## config.mk

```make
export PLATFORM = sky130hd
export DESIGN_NAME = io_memory_loader
export DESIGN_NICKNAME = d
export VERILOG_FILES = /design/src/rtl/io_memory_loader_pkg.sv /design/src/rtl/io_memory_loader_byte_word_assembler.sv /design/src/rtl/io_memory_loader.sv
export SDC_FILE = /design/constraint.sdc
export NUM_CORES = 1
export LEC_CHECK = 0
export BUFFER_PORTS_ARGS = -buffer_cell sky130_fd_sc_hd__buf_2
export CORE_MARGIN = 4
export CORE_UTILIZATION = 50
export CTS_CLUSTER_DIAMETER = 60
export DETAILED_ROUTE_END_ITERATION = 8
export HOLD_SLACK_MARGIN = 0.12
export PLACE_DENSITY = 0.75
export SLEW_MARGIN = 5
export SYNTH_ARGS = -nofsm -noshare
export SYNTH_HDL_FRONTEND = slang
export SYNTH_HIERARCHICAL = 1
export SYNTH_SLANG_ARGS = --single-unit
```

## constraint.sdc

```tcl
create_clock -name clk -period 2.6 [get_ports clk]
set_clock_uncertainty 0.1 [all_clocks]
set_input_delay 0.13 -clock clk [delete_from_list [all_inputs] [get_ports clk]]
set_output_delay 0.13 -clock clk [all_outputs]
set_load 0.05 [all_outputs]
```

## src/rtl/io_memory_loader_pkg.sv

```systemverilog
// Shared opcodes, response bytes and FSM state encoding for the memory loader.
package io_memory_loader_pkg;

  localparam logic [7:0] OP_LOAD_INSTR = 8'h01;
  localparam logic [7:0] OP_LOAD_DATA  = 8'h02;
  localparam logic [7:0] OP_DUMP       = 8'h03;
  localparam logic [7:0] OP_START      = 8'h04;

  localparam logic [7:0] DEFAULT_ACK_BYTE = 8'hAA;
  localparam logic [7:0] DEFAULT_ERR_BYTE = 8'hEE;

  typedef enum logic [2:0] {
    ST_IDLE,
    ST_ARG,
    ST_WORD,
    ST_WRITE,
    ST_RD_REQ,
    ST_RD_WAIT,
    ST_TX_WORD,
    ST_ACK
  } state_t;

endpackage

```

## src/rtl/io_memory_loader_byte_word_assembler.sv

```systemverilog
// Collects four bytes, least significant first, into a 32-bit word.
// The completed word and done are presented in the cycle the fourth byte
// arrives, so the caller can capture them without an extra cycle.
module io_memory_loader_byte_word_assembler (
  input  logic        clk,
  input  logic        rstn,
  input  logic        clear,
  input  logic        byte_valid,
  input  logic [7:0]  byte_in,
  output logic [31:0] word,
  output logic        done
);

  logic [23:0] shift_q, shift_d;
  logic [1:0]  cnt_q, cnt_d;

  assign word = {byte_in, shift_q};
  assign done = byte_valid && (cnt_q == 2'd3);

  // Shift in each new byte at the top so the first byte ends up lowest.
  always_comb begin
    shift_d = shift_q;
    cnt_d   = cnt_q;
    if (clear) begin
      shift_d = '0;
      cnt_d   = '0;
    end else if (byte_valid) begin
      shift_d = {byte_in, shift_q[23:8]};
      cnt_d   = cnt_q + 2'd1;
    end
  end

  // Byte counter and partial-word register.
  always_ff @(posedge clk or negedge rstn) begin
    if (!rstn) begin
      shift_q <= '0;
      cnt_q   <= '0;
    end else begin
      shift_q <= shift_d;
      cnt_q   <= cnt_d;
    end
  end

endmodule

```

## src/rtl/io_memory_loader.sv

```systemverilog
// Host-side loader: turns UART byte commands into instruction/data RAM
// writes, a sticky core start, and data RAM dumps streamed back over UART.
module io_memory_loader
  import io_memory_loader_pkg::*;
#(
  parameter int unsigned ADDR_W   = 14,
  parameter logic [7:0]  ACK_BYTE = DEFAULT_ACK_BYTE,
  parameter logic [7:0]  ERR_BYTE = DEFAULT_ERR_BYTE
) (
  input  logic        clk,
  input  logic        rstn,
  input  logic [7:0]  rx_data,
  input  logic        rx_valid,
  output logic [7:0]  tx_data,
  output logic        tx_start,
  input  logic        tx_busy,
  output logic        wr_en_instr,
  output logic [31:0] data_in_instr,
  output logic [31:0] addr_in_instr,
  output logic        memwrite_io,
  output logic [31:0] write_data_io,
  output logic [31:0] addr_io,
  output logic        memread_io,
  input  logic [31:0] data_from_memory_io,
  input  logic        data_ready_io,
  input  logic        core_end,
  output logic        core_start,
  output logic        error
);

  localparam logic [31:0] MAX_WORDS = 32'd1 << ADDR_W;

  state_t              state_q, state_d;
  logic [7:0]          cmd_q, cmd_d;
  logic                arg_idx_q, arg_idx_d;
  logic [ADDR_W+1:0]   base_q, base_d;
  logic [31:0]         rem_q, rem_d;
  logic [ADDR_W-1:0]   addr_q, addr_d;
  logic [31:0]         data_q, data_d;
  logic [1:0]          byte_idx_q, byte_idx_d;
  logic [7:0]          resp_q, resp_d;
  logic                tx_start_q, tx_start_d;
  logic [7:0]          tx_data_q, tx_data_d;
  logic                error_q, error_d;
  logic                core_start_q, core_start_d;

  logic                asm_valid;
  logic                asm_clear;
  logic [31:0]         asm_word;
  logic                asm_done;
  logic                core_running;
  logic                tx_ready;

  assign core_running = core_start_q && !core_end;
  assign tx_ready     = !tx_busy && !tx_start_q;
  assign asm_valid    = rx_valid && ((state_q == ST_ARG) || (state_q == ST_WORD));
  assign asm_clear    = (state_q == ST_IDLE);

  io_memory_loader_byte_word_assembler u_asm (
    .clk        (clk),
    .rstn       (rstn),
    .clear      (asm_clear),
    .byte_valid (asm_valid),
    .byte_in    (rx_data),
    .word       (asm_word),
    .done       (asm_done)
  );

  assign wr_en_instr   = (state_q == ST_WRITE) && (cmd_q == OP_LOAD_INSTR);
  assign memwrite_io   = (state_q == ST_WRITE) && (cmd_q == OP_LOAD_DATA);
  assign memread_io    = (state_q == ST_RD_REQ) || (state_q == ST_RD_WAIT);
  assign addr_in_instr = {{(30-ADDR_W){1'b0}}, addr_q, 2'b00};
  assign addr_io       = {{(30-ADDR_W){1'b0}}, addr_q, 2'b00};
  assign data_in_instr = data_q;
  assign write_data_io = data_q;
  assign tx_start      = tx_start_q;
  assign tx_data       = tx_data_q;
  assign core_start    = core_start_q;
  assign error         = error_q;

  // Command decode, argument checks, word write/read sequencing and UART replies.
  always_comb begin
    state_d      = state_q;
    cmd_d        = cmd_q;
    arg_idx_d    = arg_idx_q;
    base_d       = base_q;
    rem_d        = rem_q;
    addr_d       = addr_q;
    data_d       = data_q;
    byte_idx_d   = byte_idx_q;
    resp_d       = resp_q;
    tx_start_d   = 1'b0;
    tx_data_d    = tx_data_q;
    error_d      = error_q;
    core_start_d = core_start_q;

    case (state_q)
      ST_IDLE: begin
        if (rx_valid) begin
          cmd_d     = rx_data;
          arg_idx_d = 1'b0;
          case (rx_data)
            OP_LOAD_INSTR, OP_LOAD_DATA, OP_DUMP: state_d = ST_ARG;
            OP_START: begin
              core_start_d = 1'b1;
              resp_d       = ACK_BYTE;
              state_d      = ST_ACK;
            end
            default: begin
              error_d = 1'b1;
              resp_d  = ERR_BYTE;
              state_d = ST_ACK;
            end
          endcase
        end
      end

      ST_ARG: begin
        if (asm_done) begin
          if ((cmd_q == OP_DUMP) && !arg_idx_q) begin
            base_d    = asm_word[ADDR_W+1:0];
            arg_idx_d = 1'b1;
          end else if (cmd_q == OP_DUMP) begin
            if (core_running || (base_q[1:0] != 2'b00)) begin
              error_d = 1'b1;
              resp_d  = ERR_BYTE;
              state_d = ST_ACK;
            end else if (asm_word == 32'd0) begin
              resp_d  = ACK_BYTE;
              state_d = ST_ACK;
            end else begin
              addr_d  = base_q[ADDR_W+1:2];
              rem_d   = asm_word;
              state_d = ST_RD_REQ;
            end
          end else begin
            if (core_running || (asm_word > MAX_WORDS)) begin
              error_d = 1'b1;
              resp_d  = ERR_BYTE;
              state_d = ST_ACK;
            end else if (asm_word == 32'd0) begin
              resp_d  = ACK_BYTE;
              state_d = ST_ACK;
            end else begin
              addr_d  = '0;
              rem_d   = asm_word;
              state_d = ST_WORD;
            end
          end
        end
      end

      ST_WORD: begin
        if (asm_done) begin
          data_d  = asm_word;
          state_d = ST_WRITE;
        end
      end

      ST_WRITE: begin
        addr_d = addr_q + ADDR_W'(1);
        rem_d  = rem_q - 32'd1;
        if (rem_q == 32'd1) begin
          resp_d  = ACK_BYTE;
          state_d = ST_ACK;
        end else begin
          state_d = ST_WORD;
        end
      end

      ST_RD_REQ: state_d = ST_RD_WAIT;

      ST_RD_WAIT: begin
        if (data_ready_io) begin
          data_d     = data_from_memory_io;
          byte_idx_d = 2'd0;
          state_d    = ST_TX_WORD;
        end
      end

      ST_TX_WORD: begin
        if (tx_ready) begin
          tx_start_d = 1'b1;
          tx_data_d  = data_q[{byte_idx_q, 3'b000} +: 8];
          byte_idx_d = byte_idx_q + 2'd1;
          if (byte_idx_q == 2'd3) begin
            addr_d = addr_q + ADDR_W'(1);
            rem_d  = rem_q - 32'd1;
            if (rem_q == 32'd1) begin
              resp_d  = ACK_BYTE;
              state_d = ST_ACK;
            end else begin
              state_d = ST_RD_REQ;
            end
          end
        end
      end

      ST_ACK: begin
        if (tx_ready) begin
          tx_start_d = 1'b1;
          tx_data_d  = resp_q;
          state_d    = ST_IDLE;
        end
      end

      default: state_d = ST_IDLE;
    endcase

    if (rx_valid && (state_q inside {ST_WRITE, ST_RD_REQ, ST_RD_WAIT, ST_TX_WORD, ST_ACK})) begin
      error_d = 1'b1;
    end
  end

  // State and datapath registers; reset aborts any command in flight.
  always_ff @(posedge clk or negedge rstn) begin
    if (!rstn) begin
      state_q      <= ST_IDLE;
      cmd_q        <= '0;
      arg_idx_q    <= 1'b0;
      base_q       <= '0;
      rem_q        <= '0;
      addr_q       <= '0;
      data_q       <= '0;
      byte_idx_q   <= '0;
      resp_q       <= '0;
      tx_start_q   <= 1'b0;
      tx_data_q    <= '0;
      error_q      <= 1'b0;
      core_start_q <= 1'b0;
    end else begin
      state_q      <= state_d;
      cmd_q        <= cmd_d;
      arg_idx_q    <= arg_idx_d;
      base_q       <= base_d;
      rem_q        <= rem_d;
      addr_q       <= addr_d;
      data_q       <= data_d;
      byte_idx_q   <= byte_idx_d;
      resp_q       <= resp_d;
      tx_start_q   <= tx_start_d;
      tx_data_q    <= tx_data_d;
      error_q      <= error_d;
      core_start_q <= core_start_d;
    end
  end

endmodule
```

### Yosys cells after proc, flatten, opt, wreduce, memory -nomap -nowiden

Index checks and enable logic that the tools add are counted.

* register bits: 153
* logic and storage cells: 176

* shifts and indexed selects: 1
* equality and inequality tests: 36
* add/sub/neg operators: 4
* multiplexer cells: 76
* $lt $le $gt $ge: 1
* reductions and logical operators: 43

Operators by type and width (count)
* 32-bit 2-to-1 mux: 10
* 14-bit 2-to-1 mux: 9
* 8-bit 2-to-1 mux: 12
* 32-bit case mux with 3 select lines: 1
* 32-bit case mux with 2 select lines: 1
* 24-bit 2-to-1 mux: 2
* 14-bit case mux with 3 select lines: 1
* 3-bit 2-to-1 mux: 13
* 32-bit by 1-bit == test with 1-bit output, second input constant: 1
* 8-bit by 2-bit == test with 1-bit output, second input constant: 4
* 32-bit by 15-bit > comparator with 1-bit output, second input constant: 1
* 32-bit zero test: 1
* 8-bit case mux with 2 select lines: 2
* 8-bit case mux with 4 select lines: 1
* 32-bit by 6-bit indexed part select with 8-bit output: 1
* 32-bit by 1-bit subtractor with 32-bit output, second input constant: 1
* 3-bit case mux with 8 select lines: 1
* 7-bit AND reduction: 3
* 2-bit inequality test, second input constant: 10
* 8-bit by 1-bit == test with 1-bit output, second input constant: 2
* 8-bit AND reduction: 2
* 3-bit AND reduction: 5
* 14-bit by 1-bit adder with 14-bit output, second input constant: 1
* 2-bit 2-to-1 mux: 7
* other kinds (27): 69

### Logic depth before layout (Yosys ltp)

* depth in word-level cells: 9
* depth in mapped cells: 14
* depth with buffers taken out: 9

### Cells and area by module

Netlist, hierarchy kept.

Modules (own cells, without submodules)
* io_memory_loader: sequential area each 3178.0 um^2, area an instance 7764.9 um^2, instances 1, cells an instance 819
* io_memory_loader_byte_word_assembler: sequential area each 650.6 um^2, area an instance 1153.6 um^2, instances 1, cells an instance 94

### Worst setup path before layout

Ideal clock, no wire load.

* path kind: register to register
* start: register state_q[1]
* end: register rem_q[19]
* buffers on the path: 5
* library setup time: 0.121 ns
* data arrival time: 2.613 ns
* data required time: 2.379 ns
* clock period less this slack: 2.834 ns
* cell stages (with the launch flop): 14
* slack: -0.234 ns
* path through: dfrtp_1 -> clkbuf_1 -> buf_2 -> nand2b_1 -> a21oi_1 -> buf_6 -> buf_12 -> and2_1 -> o21a_1 -> o21ai_1 -> a21oi_1 -> buf_2 -> nand3_1 -> a22o_1

* longest elaborated chain between the ends: 6

RTL lines
* start: declaration: line io_memory_loader.sv:33 `state_t state_q, state_d;`
* start signal: assignment: line io_memory_loader.sv:232 `state_q <= state_d;`
* 3-bit by 1-bit == test with 1-bit output or 3-bit by 2-bit == test with 1-bit output (tied branches): line io_memory_loader.sv:56 `assign asm_valid = rx_valid && ((state_q == ST_ARG) || (state_q == ST_WORD));`
* 1-bit logical OR *: line io_memory_loader.sv:56
* 1-bit logical AND *: line io_memory_loader.sv:56
* via asm_valid: line io_memory_loader.sv:47 `logic asm_valid;`
* 1-bit logical AND *: line io_memory_loader_byte_word_assembler.sv:18 `assign done = byte_valid && (cnt_q == 2'd3);`
* via asm_done: line io_memory_loader.sv:50 `logic asm_done;`
* 2-bit inequality test (no source line) *
* 7-bit AND reduction (no source line) *
* end signal: assignment: line io_memory_loader.sv:236 `rem_q <= rem_d;`
* end: declaration: line io_memory_loader.sv:37 `logic [31:0] rem_q, rem_d;`

Mark *: on every way through the listed nets, which the timed path passes. The rest lies on a longest branch.
A chain may end at the register's enable or synchronous reset.

### Worst setup path in the final report

* start: register state_q[0]
* end: register addr_q[8]

* longest elaborated chain between the ends: 6

RTL lines
* 3-bit by 1-bit == test with 1-bit output or 3-bit by 2-bit == test with 1-bit output (tied branches): line io_memory_loader.sv:56, io_memory_loader.sv:97
* 1-bit logical OR: line io_memory_loader.sv:56
* 1-bit logical AND: line io_memory_loader.sv:56
* 1-bit logical AND: line io_memory_loader_byte_word_assembler.sv:18
* 2-bit inequality test (no source line)
* 8-bit AND reduction (no source line)
* end signal: assignment: line io_memory_loader.sv:237 `addr_q <= addr_d;`
* end: declaration: line io_memory_loader.sv:38 `logic [ADDR_W-1:0] addr_q, addr_d;`

Several ways; a longest one is shown, not always the timed one.

==> results.tsv <==
stage	metric	value	unit
global_routing	antenna_found_initial	0	
clocking	cts_tree	done	
pwr	leakage	5.19	nW
yosys	synthDistinctLibCells	69	
sta	max_slew_margin	58.5	%
routing	wirelength	26700	µm
yosys	yosys_most_used_dff	dfrtp_1	
yosys	async_flop_share	100	%
floorplanning	die_h	142	µm
global_routing	grt_overflow	0	
floorplanning	coreArea	17400	µm²
setup_path	cp_num_buf_inv	2	
floorplanning	fp.dieW	142	µm
pwr	p_per_area	1300	nW/µm²
setup_path	cp_max_fo	29	
clocking	worstSkewPairLatency	0.43	ns
yosys	ys_seq_elements	153	
setup_path	path_class	flop to flop	
clocking	clockBufferDepth	2	
clocking	root_buffer	clkbuf_16	
global_routing	grt_max_degree	65	
final_layout	final_nets	1137	
routing	viasPerCell	5.98	
place	placed_cells	1246	
sta	final_hold_viol_count	0	
yosys	synth_top_area_share	42.9	%
yosys	synth-seq-area-share	42.9	%
global_routing	grt_first_pass_wirelength	41500	µm
clocking	numCtsBuffers	17	
floorplanning	start_util	51.2	%
sta	whs	0.154	ns
setup_path	path_cells	buf_4, nor3b_2, nand4_1, o21ai_2, a21o_1, nor2_2, buf_12, mux2_4	
floorplanning	dieArea	20000	µm²
clocking	clk_pin_slew	0.06	ns
final_layout	antenna_cells	0	
yosys	syn_avg_cell_area	9.77	µm²
sta	drv_slew	0	
clocking	htree_levels	4	
routing	drc	0	
clocking	cts.sinks	153	
yosys	synth_edf_count	0	
sta	max_freq	404	MHz
yosys	synth_area_leaders	dfrtp_1 (43%), buf_4 (7.6%), mux2i_1 (7.5%)	
final_layout	area_delta_synth_final	22.0	%
global_routing	grt_pass1_vias	7517	
setup_path	cp.required	2.81	ns
setup_path	crit_path_start_kind	flop	
routing	antenna_left	0	
outcome	outcome	complete, no violations	
global_routing	grt.total_usage	26.4	%
setup_path	critPathCaptureType	flop	
yosys	synth_area	8920	µm²
setup_path	critPathTopFamily	simple AND/OR/NAND/NOR gates	
place	numPortBuffers	151	
yosys	yosys_warnings	6	
pwr	peakVddDrop	0.926	mV
setup_path	critPathSlowestCell	dfrtp_1	
final_layout	fin_util	62.5	%
place	post-dp-hpwl	18300	µm
floorplanning	rows	48	
floorplanning	ioPinCount	188	
sta	tightest_slew	0.622	ns
sta	finalCritPeriodShare	95.2	%
setup_path	max_stage_delay	0.49	ns
yosys	synth_cells	913	
place	gp_congestion	0.926	
routing	vias	7917	
sta	finalSetupViolCount	0	
place	dpl_cell_area	9790	µm²
flow_run	maxCapViolCount	0	
routing	wl_per_cell	20.2	µm
setup_path	worst_ep_arrival_time	2.69	ns
yosys	yosysTopAreaCell	dfrtp_1	
routing	dr.pass1.iters	6	
final_layout	nFillCells	1383	
routing	drtIter0Drc	856	
final_layout	layout.cells.non_filler	1323	
sta	period_needed	2.48	ns
final_layout	design_area	10900	µm²
final_layout	layout-drive-gt1-share	29.5	%
worst_hold_path	hold_class	input pin to async pin	
[final cells by class]
type | instances | area [µm²] | share of cell area, %
clock buffers | 18 | 429 | 3.94
well taps | 225 | 282 | 2.59
flip-flops and latches | 153 | 3830 | 35.2
multi-input cells | 649 | 4370 | 40.1
clock inverters | 13 | 155 | 1.43
inverters | 4 | 15.0 | 0.138
repair buffers | 261 | 1800 | 16.6
[per-layer routing]
layer | routed length, µm | GRT usage, % | up-vias | part of all wire, %
met1 | 10700 | 34.9 | 3877 | 40
li1 | - | - | 3534 | -
met4 | 1270 | 13.4 | 0 | 4.8
met5 | 0 | 0 | - | 0
met3 | 1990 | 4.15 | 87 | 7.5
met2 | 12800 | 42.3 | 419 | 48
[layout by cell type (no fill, tap or decap), types with 6 or more instances in the layout]
cell type,synthesis,layout
a21oi_1,49,47
nand2_1,74,73
o31ai_1,15,14
mux2i_1,67,67
nor2b_1,10,10
clkbuf_16,0,17
buf_12,2,8
o21ai_1,12,10
mux2_4,9,9
dlygate4sd3_1,0,44
conb_1,1,36
nor2_1,74,72
mux4_2,8,8
buf_2,18,150
nor4_1,13,13
a22o_1,6,6
and3_1,6,6
a31oi_1,15,15
nand3_1,24,24
buf_4,90,57
mux2_2,26,26
nand4_1,11,11
nor3_2,4,6
or3_1,7,7
o21ai_0,64,64
dfrtp_1,153,153
nor3_1,21,18
[synth_stat cells (6+ instances only)]
cell type,instances
dfrtp_1,153
or3_1,7
nor4_1,13
a21oi_1,49
nand3_1,24
nand4_1,11
o21ai_1,12
nor2_1,74
mux2i_1,67
o21ai_0,64
nor2b_1,10
nand2_1,74
a31oi_1,15
nor3_1,21
buf_2,18
buf_4,90
a22o_1,6
clkbuf_1,27
mux2_2,26
mux4_2,8
mux2_4,9
and3_1,6
o31ai_1,15
[stage by stage]
step                setup TNS, ns  setup slack (ns)  total power [W]
floorplan                  -0.167           -0.0186          0.00957
global placement                0             0.128           0.0112
detailed placement              0            0.0167           0.0114
CTS                             0            0.0997           0.0140
global route              -0.0451           -0.0151           0.0148
finish                          0             0.124           0.0141
[state kept, by name (all words and copies together), names as in the netlist, 2 cells and up]
signal         count
byte_idx_q         2
data_in_instr     32
resp_q             8
u_asm/cnt_q        2
rem_q             32
state_q            3
base_q            16
addr_q            14
cmd_q              8
u_asm/shift_q     24
tx_data            8
[worst reg2reg max path: stages (launching register included)]
cell and delay (ns):
dfrtp_1 0.49, buf_4 0.22, nor3b_2 0.39, nand4_1 0.29, o21ai_2 0.16, a21o_1 0.15, nor2_2 0.06, buf_12 0.18
mux2_4 0.32
[final timing paths]
kind / start / endpoint / slack, ns / cells after the start
max: state_q[0] / addr_q[8] / 0.12 / 8
min: rstn / data_in_instr[30] / 0.15 / 3
max reg2reg: state_q[0] / addr_q[8] / 0.12 / 8
min reg2reg: error / error / 0.37 / 2
max in group asynchronous: rstn / rem_q[23] / 1.84 / 3
min in group clk: error / error / 0.37 / 2
[kinds of logic (layout without fill, tap and decap cells)]
logic type / count (synthesis) / count (layout) / synth area share (%)
adder cells (fa/ha/maj): 5 / 5 / 0.701
buffers and inverters: 146 / 296 / 10.8
AO/OA/AOI/OAI: 209 / 209 / 14.5
AND/OR/NAND/NOR: 281 / 281 / 15.9
multiplexers: 110 / 110 / 14.3
other: 1 / 36 / 0.0420
flip-flops: 153 / 153 / 42.9
XOR/XNOR: 8 / 8 / 0.786
[report_power, final]
part	leakage [nW]	switching [W]	internal [W]
logic	2.93	0.00508	0.00253
clock network	0.281	0.00100	0.00150
registers	1.97	0.000850	0.00315
[repair_timing]
item	in CTS	in global routing
endpoints found under the hold margin	209	0
hold buffers	45	0
gates resized for setup	1	6
setup endpoints to repair	1	41
pin swaps	0	1
setup buffers	0	1
Note: power is estimated with default switching activity, not from simulation.
